**src/rtl/stopwatch_pkg.sv**
```systemverilog
// stopwatch_pkg
//   Shared definitions for the stopwatch control path and counter datapath:
//   - sw_state_e : 2-bit FSM state encoding (IDLE/RUN/PAUSE/LAP)
//   - clog2 / cnt_width / calc_div : sizing helpers for the prescaler and
//     the optional debounce counter
//   - MAX_* : time value at which the counter saturates (15:59:59.999)
package stopwatch_pkg;

    typedef enum logic [1:0] {
        IDLE  = 2'd0,
        RUN   = 2'd1,
        PAUSE = 2'd2,
        LAP   = 2'd3
    } sw_state_e;

    // Saturation point of the counter datapath.
    localparam int MAX_HOURS   = 15;
    localparam int MAX_MINUTES = 59;
    localparam int MAX_SECONDS = 59;
    localparam int MAX_MILLIS  = 999;

    // Number of bits needed to hold values 0..value-1.
    function automatic int clog2(input int value);
        int result;
        result = 0;
        for (int i = 0; i < 32; i++) begin
            if ((longint'(1) << i) < longint'(value)) begin
                result = i + 1;
            end
        end
        return result;
    endfunction

    // Counter width that never collapses to zero bits.
    function automatic int cnt_width(input int value);
        return (clog2(value) < 1) ? 1 : clog2(value);
    endfunction

    // Clock cycles per count-enable strobe.
    function automatic int calc_div(input int clk_hz, input int tick_hz);
        return clk_hz / tick_hz;
    endfunction

endpackage

```
**src/rtl/stopwatch_ctrl_btn_edge.sv**
```systemverilog
// btn_edge
//   Conditions one raw push-button level into a single-cycle rise pulse.
//   2-FF synchronizer -> (optional debounce filter) -> rising-edge detector.
//   A level present before edge k gives a pulse during the cycle after
//   edge k+1, so a consumer registering on the pulse changes at edge k+2.
//   Optional feature macro: STOPWATCH_DEBOUNCE_EN (adds DEB_CYCLES latency).
// Ports:
//   clk     in  system clock
//   reset   in  synchronous active-high reset
//   btn_raw in  asynchronous button level
//   rise    out one-cycle pulse per press (holding gives one pulse)
module btn_edge
    import stopwatch_pkg::*;
#(
    parameter int DEB_CYCLES = 500000
) (
    input  logic clk,
    input  logic reset,
    input  logic btn_raw,
    output logic rise
);

    logic sync1_q;
    logic sync2_q;
    logic prev_q;
    logic level;

    always_ff @(posedge clk) begin
        if (reset) begin
            sync1_q <= 1'b0;
            sync2_q <= 1'b0;
        end else begin
            sync1_q <= btn_raw;
            sync2_q <= sync1_q;
        end
    end

`ifdef STOPWATCH_DEBOUNCE_EN
    localparam int DEB_W = cnt_width(DEB_CYCLES + 1);

    logic [DEB_W-1:0] deb_cnt_q;
    logic [DEB_W-1:0] deb_cnt_d;
    logic             filt_q;
    logic             filt_d;

    // Count consecutive samples that disagree with the filtered level; any
    // agreeing sample restarts the run.
    always_comb begin
        deb_cnt_d = '0;
        filt_d    = filt_q;
        if (sync2_q != filt_q) begin
            if (deb_cnt_q >= DEB_W'(DEB_CYCLES - 1)) begin
                filt_d    = sync2_q;
                deb_cnt_d = '0;
            end else begin
                deb_cnt_d = deb_cnt_q + 1'b1;
            end
        end
    end

    always_ff @(posedge clk) begin
        if (reset) begin
            deb_cnt_q <= '0;
            filt_q    <= 1'b0;
        end else begin
            deb_cnt_q <= deb_cnt_d;
            filt_q    <= filt_d;
        end
    end

    assign level = filt_q;
`else
    // Without the filter the threshold has no meaning; keep it referenced.
    logic deb_cycles_unused;
    assign deb_cycles_unused = (DEB_CYCLES != 0);
    assign level             = sync2_q;
`endif

    always_ff @(posedge clk) begin
        if (reset) begin
            prev_q <= 1'b0;
        end else begin
            prev_q <= level;
        end
    end

    assign rise = level & ~prev_q;

endmodule

```
**src/rtl/stopwatch_ctrl.sv**
```systemverilog
// stopwatch_ctrl
//   Control FSM and millisecond prescaler for the stopwatch counter.
//   Optional feature macro: STOPWATCH_DEBOUNCE_EN (button debounce filter).
// Ports:
//   clk       in  system clock
//   reset     in  synchronous active-high reset
//   btn_ss    in  raw start/stop button level
//   btn_lr    in  raw lap/reset button level
//   at_max    in  counter sits at 15:59:59.999
//   st_signal out registered count enable, one pulse per tick in RUN/LAP
//   cnt_reset out registered counter clear pulse
//   lap_hold  out registered display freeze, high exactly in LAP
//   state     out current FSM state (0 IDLE, 1 RUN, 2 PAUSE, 3 LAP)
module stopwatch_ctrl
    import stopwatch_pkg::*;
#(
    parameter int CLK_HZ     = 50000000,
    parameter int TICK_HZ    = 1000,
    parameter int DEB_CYCLES = 500000
) (
    input  logic       clk,
    input  logic       reset,
    input  logic       btn_ss,
    input  logic       btn_lr,
    input  logic       at_max,
    output logic       st_signal,
    output logic       cnt_reset,
    output logic       lap_hold,
    output logic [1:0] state
);

    localparam int              DIV      = calc_div(CLK_HZ, TICK_HZ);
    localparam int              PRE_W    = cnt_width(DIV);
    localparam logic [PRE_W-1:0] PRE_LAST = PRE_W'(DIV - 1);

    // Index 0 = start/stop, index 1 = lap/reset.
    logic [1:0] btn_raw;
    logic [1:0] btn_rise;
    logic       ss_rise;
    logic       lr_rise;

    assign btn_raw = {btn_lr, btn_ss};

    genvar gi;
    generate
        for (gi = 0; gi < 2; gi++) begin : g_btn
            btn_edge #(
                .DEB_CYCLES (DEB_CYCLES)
            ) u_btn_edge (
                .clk     (clk),
                .reset   (reset),
                .btn_raw (btn_raw[gi]),
                .rise    (btn_rise[gi])
            );
        end
    endgenerate

    assign ss_rise = btn_rise[0];
    assign lr_rise = btn_rise[1];

    sw_state_e        state_q;
    sw_state_e        state_d;
    logic [PRE_W-1:0] pre_q;
    logic [PRE_W-1:0] pre_d;
    logic             st_signal_q;
    logic             st_signal_d;
    logic             cnt_reset_q;
    logic             cnt_reset_d;
    logic             lap_hold_q;
    logic             lap_hold_d;
    logic             tick;
    logic             saturate;

    always_comb begin
        state_d     = state_q;
        pre_d       = pre_q;
        tick        = 1'b0;
        st_signal_d = 1'b0;
        cnt_reset_d = 1'b0;

        // Prescaler: cleared in IDLE, frozen in PAUSE so the partial
        // millisecond survives a pause/resume.
        if (state_q == IDLE) begin
            pre_d = '0;
        end else if ((state_q == RUN) || (state_q == LAP)) begin
            if (pre_q == PRE_LAST) begin
                pre_d = '0;
                tick  = 1'b1;
            end else begin
                pre_d = pre_q + 1'b1;
            end
        end

        // A tick at the maximum time is swallowed and stops the watch.
        saturate    = tick & at_max;
        st_signal_d = tick & ~at_max;

        // Start/stop is tested first everywhere so it wins over lap/reset.
        case (state_q)
            IDLE: begin
                if (ss_rise) begin
                    state_d = RUN;
                end
            end
            RUN: begin
                if (saturate || ss_rise) begin
                    state_d = PAUSE;
                end else if (lr_rise) begin
                    state_d = LAP;
                end
            end
            LAP: begin
                if (saturate || ss_rise) begin
                    state_d = PAUSE;
                end else if (lr_rise) begin
                    state_d = RUN;
                end
            end
            PAUSE: begin
                if (ss_rise) begin
                    state_d = RUN;
                end else if (lr_rise) begin
                    state_d     = IDLE;
                    cnt_reset_d = 1'b1;
                end
            end
            default: begin
                state_d = IDLE;
            end
        endcase

        lap_hold_d = (state_d == LAP);
    end

    // cnt_reset resets high so the counter is also cleared during the first
    // cycle after reset is released.
    always_ff @(posedge clk) begin
        if (reset) begin
            state_q     <= IDLE;
            pre_q       <= '0;
            st_signal_q <= 1'b0;
            cnt_reset_q <= 1'b1;
            lap_hold_q  <= 1'b0;
        end else begin
            state_q     <= state_d;
            pre_q       <= pre_d;
            st_signal_q <= st_signal_d;
            cnt_reset_q <= cnt_reset_d;
            lap_hold_q  <= lap_hold_d;
        end
    end

    assign st_signal = st_signal_q;
    assign cnt_reset = cnt_reset_q;
    assign lap_hold  = lap_hold_q;
    assign state     = state_q;

endmodule

```
**config.mk**
```make
export PLATFORM = sky130hd
export DESIGN_NAME = stopwatch_ctrl
export DESIGN_NICKNAME = d
export VERILOG_FILES = /design/src/rtl/stopwatch_pkg.sv /design/src/rtl/stopwatch_ctrl_btn_edge.sv /design/src/rtl/stopwatch_ctrl.sv
export SDC_FILE = /design/constraint.sdc
export NUM_CORES = 1
export LEC_CHECK = 0
export BUFFER_PORTS_ARGS = -buffer_cell sky130_fd_sc_hd__buf_2
export CORE_MARGIN = 2
export CORE_UTILIZATION = 51
export DETAILED_ROUTE_END_ITERATION = 16
export GPL_TIMING_DRIVEN = 1
export PLACE_DENSITY = 0.7
export SYNTH_ARGS = -nofsm -noshare
export SYNTH_HDL_FRONTEND = slang
export SYNTH_SLANG_ARGS = --single-unit
```
**constraint.sdc**
```tcl
create_clock -name clk -period 2.4 [get_ports clk]
set_clock_uncertainty 0.05 [all_clocks]
set_input_delay 0 -clock clk [delete_from_list [all_inputs] [get_ports clk]]
set_output_delay 0 -clock clk [all_outputs]
set_load 0.01 [all_outputs]
```
==> flow_summary.yaml, run 1 <==
synth:
  synth_edf_count: 0
  syn_area_per_cell_um2: 9.494
  yosys_warnings: 0
  ys_async_sr_fraction: 0
  synthCells: 119
  synth-seq-cells: 27
  syn_area_mm2: 0.001130
  synth.distinct_cells: 33
  mappedNetlistNets: 125
  ys_seq_area_frac: 0.4784
  synthFlopType: "dfxtp_1"
setup_path:
  crit_path_start_kind: "flop"
  endpoint_kind: "flop"
  cp_max_fo: 6
  worstPathArrival_ns: 2.37
  critPathKind: "flop to flop"
  required_ns: 2.65
min_path:
  hold_path_class: "flop to flop"
placed_design:
  io_buffers: 9
  place_area_mm2: 0.001184
  gp_congestion: 0.7939
  place_inst: 153
  hpwlAfterDp_um: 1333
finish:
  final_util: 0.5976
  final_area_mm2: 0.001284
  syn_to_final_growth_pct: 13.62
  drive_gt1_frac: 0.1544
  diodes: 0
  nets: 143
  stdcell_count: 164
  nFillCells: 186
cts:
  numCtsBuffers: 3
  cts_root_buffer: "clkbuf_4"
  worstSkewPairLatency_ns: 0.34
  cts_sinks: 27
  clkTransAtPathRegs_ns: 0.16
  cts_tree: "built"
  h-tree-depth: 1
  cts_setup_buffers: 0
  clk_path_buf_depth: 2
die:
  fp.dieH_um: 51.07
  ioPinCount: 10
  core_mm2: 0.002148
  initial_core_util: 0.5259
  die_area_mm2: 0.002608
  fp.dieW_um: 51.07
  rows: 17
grt:
  grt_usage: 0.1875
  grt_max_degree: 17
  antenna_found_initial: 0
  grt_pass1_wl_um: 3588
  overflow: 0
  grt_pass1_vias: 824
drt:
  drc: 0
  finalWirelength_um: 2019
  detail_route.first_pass.iterations: 4
  ant_nets: 0
  routed_via_density: 5.293
  vias: 868
  drtIter0Drc: 15
  wl_per_cell_um: 12.31
sta:
  fin_setup_tns_ns: 0
  slew_headroom: 0.6436
  period_needed_ns: 2.123
  hold_viol: 0
  finalSetupViolCount: 0
  worst_pin_slew_ns: 0.5346
  final.period_utilization: 0.8845
  rsz0062_at_grt: "no"
  drv_slew: 0
  fmax_ghz: 0.4711
flow_run:
  cap_violations: 0
pwr:
  ir_drop_mv: 0.3493
  p_per_area_mw_per_mm2: 542.5
  cellLeakagePower_uw: 0.0004512
run_status:
  outcome: "complete, no violations"
==> path summary, 6_finish.rpt <==
kind / from / to / slack, ns / cells after the start
max: pre_q[5]$_SDFFE_PP0N_ / st_signal$_SDFF_PP0_ / 0.28 / 4
min: g_btn[0].u_btn_edge.sync1_q$_SDFF_PP0_ / g_btn[0].u_btn_edge.level$_SDFF_PP0_ / 0.41 / 1
max reg2reg: pre_q[5]$_SDFFE_PP0N_ / st_signal$_SDFF_PP0_ / 0.28 / 4
min reg2reg: g_btn[0].u_btn_edge.sync1_q$_SDFF_PP0_ / g_btn[0].u_btn_edge.level$_SDFF_PP0_ / 0.41 / 1
==> metal layers <==
metal	up-vias	share of wire	GRT usage
met5	-	0	0
met4	0	0.036	0.1351
met3	8	0.028	0.02632
met2	21	0.45	0.2749
met1	399	0.49	0.2505
li1	440	-	-
==> power by group <==
part	internal, µW	switching, µW	total, µW
Clock	63.9	139	203
Combinational	18.6	17.5	36.1
Sequential	455	2.42	457
==> synthesized netlist by cell type (all sizes together), types with 3 or more instances <==
master / number / area [µm²]
and3: 3 / 20.02
buf: 4 / 41.29
dfxtp: 27 / 540.5
nand2: 7 / 26.28
nand3: 3 / 15.01
nand4: 7 / 43.79
nor2: 19 / 71.32
nor2b: 6 / 37.54
nor3: 3 / 15.01
nor4: 3 / 25.02
xnor2: 9 / 78.83
xor2: 6 / 52.55
==> critical path, cell delays in order (launching register included) <==
cell and delay [ns]:
dfxtp_1 0.38, or4b_1 0.55, nor4_2 0.33, nor3b_1 0.23, dlygate4sd3_1 0.56
==> per-stage QoR <==
step | setup slack (ns) | power (µW) | hold WS [ns]
2_1_floorplan | 0.6742 | 489.5 | 0.02615
3_3_place_gp | 0.4553 | 493.9 | 0.1508
3_5_place_dp | 0.3716 | 494.7 | 0.1442
4_1_cts | 0.2952 | 701.9 | 0.4120
5_1_grt | 0.1371 | 724.5 | 0.4324
6_report | 0.2772 | 696.4 | 0.4131
==> sequential cells by signal (all words and copies together) (netlist names) <==
name / count
lap_hold: 1
g_btn.u_btn_edge.sync1_q: 2
state: 2
g_btn.u_btn_edge.prev_q: 2
pre_q: 16
cnt_reset: 1
st_signal: 1
g_btn.u_btn_edge.level: 2
==> cells in the final DEF (no fill, tap or decap), types with 2 or more instances in the layout <==
cell type / n
dlygate4sd3_1: 7
nand4_1: 7
clkbuf_4: 3
nand3_1: 3
nor2_1: 19
nor2b_1: 6
buf_4: 3
xnor2_1: 9
nor3_1: 3
xor2_1: 6
or3_1: 2
nor4_1: 2
nand2_1: 7
or4b_1: 2
nand2b_1: 2
o21ai_0: 2
dfxtp_1: 27
buf_2: 9
and3_1: 2
==> repair_timing <==
| action | CTS | global route |
|---|---|---|
| endpoints found under the hold margin | 11 | 0 |
| resized for setup | 0 | 0 |
| hold buffers | 7 | 0 |
==> final cells by class <==
cell class / instances / area [µm²] / share of cell area
flip-flops and latches: 27 / 540.5 / 0.4211
well taps: 28 / 35.03 / 0.02729
repair buffers: 19 / 137.6 / 0.1072
clock buffers: 3 / 22.52 / 0.01754
clock inverters: 1 / 7.507 / 0.005848
multi-input cells: 86 / 540.5 / 0.4211
==> kinds of logic after synthesis <==
kind of cell | Yosys count | synth area share
AND/OR/NAND/NOR | 63 | 0.3090
flip-flops | 27 | 0.4784
XOR/XNOR | 15 | 0.1163
AO/OA/AOI/OAI | 6 | 0.03323
buffers and inverters | 6 | 0.04319
multiplexers | 1 | 0.008860
adder cells (fa/ha/maj) | 1 | 0.01107
Note: power is estimated with default switching activity, not from simulation.
==> run 2: changes to the inputs <==
- ABC_AREA: default -> 1
- PLACE_DENSITY: 0.7 -> 0.69
==> run 2 against run 1 <==
Design area up 15%. Non-clock buffer count down 3. Global-route usage up 2.6 points. Synthesized cell count up 52%. Combinational power up 6.1%. Worst setup slack better by 0.19 ns. Critical path depth up 4. Critical endpoint unchanged.
==> flow_summary.yaml, run 2 <==
run_status:
  outcome: "complete, no violations"
synth:
  ys_seq_area_frac: 0.4138
  synth_edf_count: 0
  synth.top_cell.area_share: 0.4138
  syn_area_per_cell_um2: 7.217
  ys_async_sr_fraction: 0
  synth.area.top_cells: "dfxtp_1 (41%), nor2_1 (9.2%), nand2_1 (8.6%), inv_1 (7.5%), nand2_2 (4.8%)"
  synth.distinct_cells: 27
  synth-seq-cells: 27
  syn_area_mm2: 0.001306
  synth_top_area_cell: "dfxtp_1"
  synthCells: 181
  yosysMostFrequentCell: "nor2_1"
  yosys_warnings: 0
  mappedNetlistNets: 187
  synthFlopType: "dfxtp_1"
  netlist_top_cells_count: "nor2_1 (32), nand2_1 (30), dfxtp_1 (27)"
cts:
  ctsHoldBuffers: 7
  clk_path_buf_depth: 2
  cts_tree: "built"
  cts_setup_buffers: 0
  h-tree-depth: 1
  clkTransAtPathRegs_ns: 0.16
  numCtsBuffers: 3
  cts_root_buffer: "clkbuf_4"
  worstSkewPairLatency_ns: 0.34
  cts_sinks: 27
  post_cts_resized: 0
grt:
  gr-usage-met1: 0.2474
  overflow: 0
  grt_pass1_vias: 1065
  antenna_found_initial: 0
  grt_pass1_wl_um: 4402
  grt_usage: 0.2139
  grt.busiest_layer: "met2"
  use_met3: 0.03279
  grt_max_degree: 17
  met2_usage: 0.3869
setup_path:
  required_ns: 2.65
  crit_top_cell: "nand2_2"
  endpoint_kind: "flop"
  crit_slowest_cell: "dlygate4sd3_1"
  cp_max_fo: 4
  worstPathCellList: "ha_1, nand2_2, inv_2, nand2_2, nor2_2, nand2_1, nor3_1, dlygate4sd3_1"
  critPathKind: "flop to flop"
  crit_path_start_kind: "flop"
  critPathMaxStageDelay_ns: 0.59
  worstPathArrival_ns: 2.18
finish:
  nets: 205
  final_cell_mix: "nor2_1 (32), nand2_1 (30), dfxtp_1 (27), inv_1 (26), nand3_1 (11)"
  regMostFlops: "pre_q"
  largest_reg_flops: 16
  final_common_cell: "nor2_1"
  syn_to_final_growth_pct: 12.83
  drive_gt1_frac: 0.1869
  diodes: 0
  final_util: 0.6004
sta:
  fmax_ghz: 0.5169
  whs_ns: 0.3748
  finalSetupViolCount: 0
  hold_viol: 0
  period_needed_ns: 1.935
  fin_setup_tns_ns: 0
  drv_slew: 0
  slew_headroom: 0.7985
  worst_pin_slew_ns: 0.3000
  rsz0062_at_grt: "no"
  final.period_utilization: 0.8061
placed_design:
  io_buffers: 9
  gp_congestion: 0.7852
  hpwlAfterDp_um: 1898
die:
  fp.dieW_um: 54.61
  fp.dieH_um: 54.61
  core_mm2: 0.002455
  rows: 18
  die_area_mm2: 0.002982
  ioPinCount: 10
  initial_core_util: 0.5321
flow_run:
  cap_violations: 0
drt:
  ant_nets: 0
  vias: 1131
  finalWirelength_um: 2663
  detail_route.first_pass.iterations: 4
  wl_per_cell_um: 11.68
  drc: 0
  drtIter0Drc: 42
  routed_via_density: 4.961
pwr:
  ir_drop_mv: 0.3970
  p_total_uw: 705.9
  cellLeakagePower_uw: 0.0006135
  p_per_area_mw_per_mm2: 478.9
min_path:
  hold_path_class: "flop to flop"
[run 2: path summary, 6_finish.rpt]
kind / from / endpoint / slack (ns) / cells after the start
min: g_btn[0].u_btn_edge.sync1_q$_SDFF_PP0_ / g_btn[0].u_btn_edge.level$_SDFF_PP0_ / 0.37 / 2
min reg2reg: g_btn[0].u_btn_edge.sync1_q$_SDFF_PP0_ / g_btn[0].u_btn_edge.level$_SDFF_PP0_ / 0.37 / 2
max reg2reg: pre_q[1]$_SDFFE_PP0N_ / st_signal$_SDFF_PP0_ / 0.47 / 8
max: pre_q[1]$_SDFFE_PP0N_ / st_signal$_SDFF_PP0_ / 0.47 / 8
[run 2: logic make-up after synthesis]
family	Yosys count	share of synthesized area
buffers and inverters	34	0.1006
adder cells (fa/ha/maj)	1	0.009577
AND/OR/NAND/NOR	103	0.3937
AO/OA/AOI/OAI	13	0.06225
flip-flops	27	0.4138
XOR/XNOR	3	0.02012
[run 2: worst max-delay path, delay by kind of cell (launching register included)]
kind	cells	cell delay, ns
buffers and inverters	2	0.67
AND/OR/NAND/NOR	5	0.52
flip-flops	1	0.43
adder cells (fa/ha/maj)	1	0.22
[run 2: cell type report]
type                       count  area [µm²]
tap                           30       37.54
fill                         225       980.9
clock buffer                   3       22.52
multi-input combinational    120       634.4
clock inverter                 1       7.507
sequential                    27       540.5
inverter                      31       116.4
timing repair buffer          16       115.1
[run 2: metrics by stage]
| step | worst slack (ns) | cells | instance area [µm²] |
|---|---|---|---|
| final | 0.4653 | 228 | 1474 |
| after global routing | 0.3332 | 228 | 1474 |
| after CTS | 0.5087 | 228 | 1474 |
| after detailed placement | 0.7828 | 217 | 1374 |
| after global placement | 0.8810 | 217 | 1374 |
| after floorplan | 1.001 | 181 | 1306 |
[run 2: power by group]
part	internal, µW	total, µW	leakage, µW	switching (µW)
combinational	16.8	38.3	0.000381	21.4
sequential	455	459	0.000219	4.09
clock	64.0	209	0.0000139	145
[run 2: layer usage]
metal,share of wire,vias to the layer above
met3,0.032,5
met1,0.44,512
li1,-,598
met2,0.51,16
met4,0.017,0
met5,0,-
